File: src/rtl/pc_sequencer_if.sv
// pc_sequencer_if: control inputs and fetch-address outputs of the PC sequencer
interface pc_sequencer_if #(parameter int COUNT_WIDTH = 16);
  logic stall;
  logic branch_taken;
  logic [31:0] branch_target;
  logic halt_req;
  logic resume;
  logic [31:0] pc;
  logic [31:0] pc_plus4;
  logic valid;
  logic halted;
  logic fault;
  logic [COUNT_WIDTH-1:0] fetch_count;
  modport master (
    output stall, branch_taken, branch_target, halt_req, resume,
    input  pc, pc_plus4, valid, halted, fault, fetch_count
  );
  modport slave (
    input  stall, branch_taken, branch_target, halt_req, resume,
    output pc, pc_plus4, valid, halted, fault, fetch_count
  );
endinterface

File: src/rtl/pc_sequencer.sv
// pc_sequencer: KGP-RISC fetch PC with advance/redirect/stall/halt; PC_ALIGN_CHECK_EN adds a misaligned-target FAULT state
module pc_sequencer #(
  parameter logic [31:0] RESET_PC = 32'h0000_0000,
  parameter int COUNT_WIDTH = 16
) (
  input logic clk,
  input logic rst,
  pc_sequencer_if.slave bus
);
  localparam logic [1:0] BOOT = 2'd0;
  localparam logic [1:0] RUN = 2'd1;
  localparam logic [1:0] HALT = 2'd2;
  localparam logic [1:0] FAULT = 2'd3;
  logic [1:0] state, state_n;
  logic [31:0] pc, tgt;
  logic [COUNT_WIDTH-1:0] cnt;
  logic misaligned, redirect, take, to_fault, adv;
`ifdef PC_ALIGN_CHECK_EN
  assign misaligned = |bus.branch_target[1:0];
  assign tgt = bus.branch_target;
  assign bus.fault = state == FAULT;
`else
  assign misaligned = 1'b0;
  assign tgt = {bus.branch_target[31:2], 2'b00};
  assign bus.fault = 1'b0;
`endif
  always_comb begin
    redirect = bus.branch_taken & ~bus.halt_req & ((state == RUN) | (state == HALT & bus.resume));
    take = redirect & ~misaligned;
    to_fault = redirect & misaligned;
    adv = state == RUN & ~bus.halt_req & ~bus.branch_taken & ~bus.stall;
    state_n = state == BOOT ? RUN :
              state == FAULT ? FAULT :
              bus.halt_req ? HALT :
              to_fault ? FAULT :
              state == HALT & ~bus.resume ? HALT : RUN;
  end
  always_ff @(posedge clk) begin
    if (rst) begin
      state <= BOOT;
      pc <= RESET_PC;
      cnt <= '0;
    end else begin
      state <= state_n;
      pc <= take ? tgt : adv ? pc + 32'd4 : pc;
      cnt <= cnt + COUNT_WIDTH'(take | adv);
    end
  end
  assign bus.pc = pc;
  assign bus.pc_plus4 = pc + 32'd4;
  assign bus.valid = state == RUN;
  assign bus.halted = state == HALT;
  assign bus.fetch_count = cnt;
endmodule

File: src/flat_wrapper.sv
// flat-port wrapper written by rule: the top's interface ports become plain ports
module pc_sequencer_flat 
#(
  parameter logic [31:0] RESET_PC = 32'h0000_0000,
  parameter int COUNT_WIDTH = 16
)
  (clk, rst, bus_stall, bus_branch_taken, bus_branch_target, bus_halt_req, bus_resume, bus_pc, bus_pc_plus4, bus_valid, bus_halted, bus_fault, bus_fetch_count);
  pc_sequencer_if #(.COUNT_WIDTH(COUNT_WIDTH)) bus_i ();
  input logic clk;
  input logic rst;
  input wire logic [$bits(bus_i.stall)-1:0] bus_stall;
  input wire logic [$bits(bus_i.branch_taken)-1:0] bus_branch_taken;
  input wire logic [$bits(bus_i.branch_target)-1:0] bus_branch_target;
  input wire logic [$bits(bus_i.halt_req)-1:0] bus_halt_req;
  input wire logic [$bits(bus_i.resume)-1:0] bus_resume;
  output wire logic [$bits(bus_i.pc)-1:0] bus_pc;
  output wire logic [$bits(bus_i.pc_plus4)-1:0] bus_pc_plus4;
  output wire logic [$bits(bus_i.valid)-1:0] bus_valid;
  output wire logic [$bits(bus_i.halted)-1:0] bus_halted;
  output wire logic [$bits(bus_i.fault)-1:0] bus_fault;
  output wire logic [$bits(bus_i.fetch_count)-1:0] bus_fetch_count;
  assign bus_i.stall = bus_stall;
  assign bus_i.branch_taken = bus_branch_taken;
  assign bus_i.branch_target = bus_branch_target;
  assign bus_i.halt_req = bus_halt_req;
  assign bus_i.resume = bus_resume;
  assign bus_pc = bus_i.pc;
  assign bus_pc_plus4 = bus_i.pc_plus4;
  assign bus_valid = bus_i.valid;
  assign bus_halted = bus_i.halted;
  assign bus_fault = bus_i.fault;
  assign bus_fetch_count = bus_i.fetch_count;
  pc_sequencer #(.RESET_PC(RESET_PC), .COUNT_WIDTH(COUNT_WIDTH)) u_core (.clk(clk), .rst(rst), .bus(bus_i));
endmodule
File: config.mk
export PLATFORM = sky130hd
export DESIGN_NAME = pc_sequencer_flat
export DESIGN_NICKNAME = d
export VERILOG_FILES = /design/src/rtl/pc_sequencer_if.sv /design/src/rtl/pc_sequencer.sv /design/src/flat_wrapper.sv
export SDC_FILE = /design/constraint.sdc
export NUM_CORES = 1
export LEC_CHECK = 0
export CORE_MARGIN = 2
export CORE_UTILIZATION = 63
export DETAILED_ROUTE_END_ITERATION = 6
export DONT_BUFFER_PORTS = 1
export GPL_ROUTABILITY_DRIVEN = 0
export PLACE_DENSITY_LB_ADDON = 0.15
export SYNTH_ARGS = -nofsm -noshare
export SYNTH_HDL_FRONTEND = slang
export SYNTH_SLANG_ARGS = --single-unit
File: constraint.sdc
create_clock -name clk -period 2.4 [get_ports clk]
set_input_delay 0 -clock clk [delete_from_list [all_inputs] [get_ports clk]]
set_output_delay 0 -clock clk [all_outputs]
set_load 0.01 [all_outputs]
==> PnR_summary.wiki <==
{| class="wikitable"
! Metric !! Value
|-
| Status || finished, final reports clean
|-
| CP Capture Type || flop
|-
| CTS sink count || 48
|-
| Vertical die dimension || 71.7 um
|-
| Boundary pin count || 121
|-
| Hpwl dp || 5090 um
|-
| Initial antenna violation count || 0
|-
| Synthesis Warnings || 0
|-
| Worst Hold Margin || 0.0135 ns
|-
| Leading cell type in the layout, fill and taps excluded || sky130_fd_sc_hd__dfxtp_1
|-
| Peak fanout along the critical path || 5
|-
| Most used flip-flop cell after synthesis || sky130_fd_sc_hd__dfxtp_1
|-
| Final number of setup-violating endpoints || 0
|-
| Cell count after synthesis || 352
|-
| Count of different cell masters after synthesis || 47
|-
| Top achievable clock speed || 444 MHz
|-
| Clock insertion delay at the later pin of the skew report || 0.31 ns
|-
| Maximum number of pins on one net before global-route repair || 52
|-
| Via density per instance || 6.41
|-
| Worst setup path endpoint || u_core.bus.fetch_count[15]
|-
| Largest vdd supply drop || 283 uV
|-
| Clock edge transition at the registers on the reported setup and hold paths || 0.09 ns
|-
| Area growth syn-to-layout || 25.0%
|-
| Initial core utilization || 65.9%
|-
| Worst EP arrival || 2.45 ns
|-
| Number of buffers created by CTS || 5
|-
| Worst setup path start || u_core.state[0]
|-
| Leakage power || 0.00139 uW
|-
| Class of the most critical setup path || flop to flop
|-
| Die width || 71.7 um
|-
| Number of synthesized register bits || 48
|-
| Number of nets with antenna violations after routing || 0
|-
| Setup skew after layout || 0.00832 ns
|-
| Class of the worst hold path || primary input to flop
|-
| Total global-route track usage || 31.8%
|-
| Proportion of layout cells with a drive suffix above 1 || 16.8%
|-
| Worst flop-to-flop path endpoint || u_core.bus.fetch_count[15]
|-
| Average cell area after synthesis || 8.21 sq um
|-
| Shortest period the worst path allows || 2.25 ns
|-
| Via count of the first global-routing pass || 2,803
|-
| Count of TritonRoute iterations in the first routing pass || 5
|-
| CTS tree || done
|-
| Clk root buf || sky130_fd_sc_hd__clkbuf_8
|-
| Worst-case register-to-register setup slack || 0.15 ns
|-
| Row count || 24
|-
| Number of cells in the design after placement || 413
|-
| Total global routing overflow || 0
|-
| # nets final || 444
|-
| Detailed-route wire length || 8260 um
|-
| First-iteration detailed-routing DRC count || 197
|-
| Number of levels the H-tree was split into || 2
|-
| Crit Reg-Reg Startpoint || u_core.state[0]
|-
| Drt drc || 0
|-
| Number of fillers in the final layout || 293
|-
| Number of max-cap violations || 0
|-
| P per Cell Area || 478 mW/mm^2
|-
| Async set-reset flop share out of synthesis || 0%
|-
| Global-route wire length before repair || 13,200 um
|-
| Core outline area || 0.00438 sq mm
|-
| WL per Instance || 18.1 um
|-
| Highest-count cells in the layout ignoring fill and taps || 47 x sky130_fd_sc_hd__dfxtp_1, 33 x sky130_fd_sc_hd__nor2_1, 33 x sky130_fd_sc_hd__dlygate4sd3_1, 33 x sky130_fd_sc_hd__buf_4
|-
| Critical Path Start Type || flop
|-
| Port Buffers || 0
|-
| Via count || 2,924
|-
| Overall die area || 0.00515 sq mm
|-
| Max-slew violation count || 0
|-
| Share of the clock period used by the worst path || 93.9%
|-
| Antenna Cells || 0
|-
| Non-filler instance count after layout || 456
|-
| Hold Fails Final Rpt || 0
|-
| Share of synthesized area occupied by flip-flops and latches || 33.2%
|-
| Largest buffer count on any clock path || 2
|-
| Count of flip-flops with a built-in enable after synthesis || 0
|-
| Mapped cell area || 0.00289 sq mm
|-
| Number of cells on the worst reg-to-reg path || 12
|-
| Critical path required time || 2.60 ns
|}
-- cell type report --
cell class | count | area (sq um) | share of cell area (%)
inverter | 9 | 33.8 | 0.935
multi-input combinational | 272 | 1840 | 50.8
timing repair buffer | 67 | 598 | 16.6
sequential | 48 | 962 | 26.6
clock inverter | 3 | 47.5 | 1.32
tap | 52 | 65.1 | 1.80
clock buffer | 5 | 68.8 | 1.91
-- how the worst min path moves through the flow --
stage / startpoint / end / cells after the start / slack, ns
after floorplan: bus_branch_target[13] / u_core.bus.pc[13] / 2 / 0.15
after global placement: rst / u_core.bus.pc[11] / 1 / 0.07
after detailed placement: rst / u_core.bus.pc[5] / 1 / 0.08
after CTS: rst / u_core.bus.fetch_count[3] / 2 / 0.006
after global routing: bus_halt_req / u_core.state[1] / 2 / 0.01
final: rst / u_core.bus.fetch_count[3] / 2 / 0.01
-- power breakdown --
| part | switching (uW) | internal [uW] |
|---|---|---|
| sequential | 41.3 | 823 |
| combinational | 138 | 116 |
| clock | 294 | 314 |
| total | 473 | 1250 |
-- critical path, cell delays in order (launching register included) --
cell and delay (ns):
sky130_fd_sc_hd__dfxtp_2 0.39, sky130_fd_sc_hd__nand2b_1 0.11, sky130_fd_sc_hd__inv_1 0.09, sky130_fd_sc_hd__a32oi_1 0.06, sky130_fd_sc_hd__or2_2 0.29, sky130_fd_sc_hd__inv_1 0.11
sky130_fd_sc_hd__ha_1 0.19, sky130_fd_sc_hd__nand3_1 0.19, sky130_fd_sc_hd__nor4_2 0.22, sky130_fd_sc_hd__buf_4 0.17, sky130_fd_sc_hd__nand3_1 0.10, sky130_fd_sc_hd__xor2_1 0.17
sky130_fd_sc_hd__nor2_1 0.05
-- synth_stat cells (2+ instances only) --
cell type                   count  share of area [%]
sky130_fd_sc_hd__nor4_4         3                2.2
sky130_fd_sc_hd__nor2b_1        4               0.87
sky130_fd_sc_hd__or2_2          5                1.1
sky130_fd_sc_hd__and2_1         2               0.43
sky130_fd_sc_hd__or3_1          7                1.5
sky130_fd_sc_hd__inv_1          9                1.2
sky130_fd_sc_hd__a311oi_1       2               0.61
sky130_fd_sc_hd__xor2_1        19                5.8
sky130_fd_sc_hd__a22oi_1       13                3.4
sky130_fd_sc_hd__a211oi_1       7                1.8
sky130_fd_sc_hd__ha_1           3                1.3
sky130_fd_sc_hd__o21ai_0       14                2.4
sky130_fd_sc_hd__and3_1         5                1.1
sky130_fd_sc_hd__clkbuf_1      15                1.9
sky130_fd_sc_hd__nand2b_1       3               0.65
sky130_fd_sc_hd__buf_2          5               0.87
sky130_fd_sc_hd__nor3b_1        2               0.52
sky130_fd_sc_hd__xnor2_1       23                7.0
sky130_fd_sc_hd__nand4_4        2                1.5
sky130_fd_sc_hd__nand4_1        8                1.7
sky130_fd_sc_hd__a32oi_1        4                1.2
sky130_fd_sc_hd__buf_1          2               0.26
sky130_fd_sc_hd__o2bb2ai_1      5                1.5
sky130_fd_sc_hd__and4_1         6                1.8
sky130_fd_sc_hd__nor2_1        33                4.3
sky130_fd_sc_hd__a21oi_1       21                3.6
sky130_fd_sc_hd__nor3_1         5               0.87
sky130_fd_sc_hd__buf_4          5                1.3
sky130_fd_sc_hd__a31oi_1       12                2.6
sky130_fd_sc_hd__dfxtp_1       48                 33
sky130_fd_sc_hd__or4_1          2               0.52
sky130_fd_sc_hd__nand3_1       17                2.9
sky130_fd_sc_hd__nor4_1         5                1.1
sky130_fd_sc_hd__nand2_1       23                3.0
-- kinds of logic (layout without fill, tap and decap cells) --
family	Yosys count	in the layout	share of synthesized area, %
xor+xnor	42	42	12.7
flops	48	48	33.2
simple gates	140	140	28.9
buf+inv	36	84	5.54
fa+ha+maj	3	3	1.30
other cells	1	5	0.130
compound gates	82	82	18.2
-- through the flow --
stage / cell area (sq um) / setup TNS [ns] / utilization [%] / setup WS, ns / total power [uW]
finish: 3610 / 0 / 82.4 / 0.146 / 1730
global route: 3610 / -0.0686 / 82.4 / -0.0432 / 1790
CTS: 3570 / 0 / 81.4 / 0.0302 / 1720
detailed placement: 3100 / -0.00264 / 70.6 / -0.00264 / 1060
global placement: 3100 / 0 / 70.6 / 0.135 / 1060
floorplan: 2910 / 0 / - / 0.109 / 1020
-- sequential cells by signal (all words and copies together) (netlist names) --
register	count
u_core.state	2
u_core.bus.pc	30
u_core.bus.fetch_count	16
-- per-layer routing --
metal / vias up / GRT usage (%) / part of all wire [%]
met2: 156 / 56.1 / 51
li1: 1366 / - / -
met1: 1391 / 38.5 / 39
met5: - / 0 / 0
met4: 0 / 7.55 / 1.4
met3: 11 / 8.44 / 7.8
-- what timing repair did --
action                     CTS  global route
resized for setup            1             8
hold endpoints to repair    48             0
hold buffers                34             0
setup endpoints to repair    1            10
buffers inserted             0             1
pin swaps                    0             3
No activity file was read; power rests on OpenSTA's default activity.
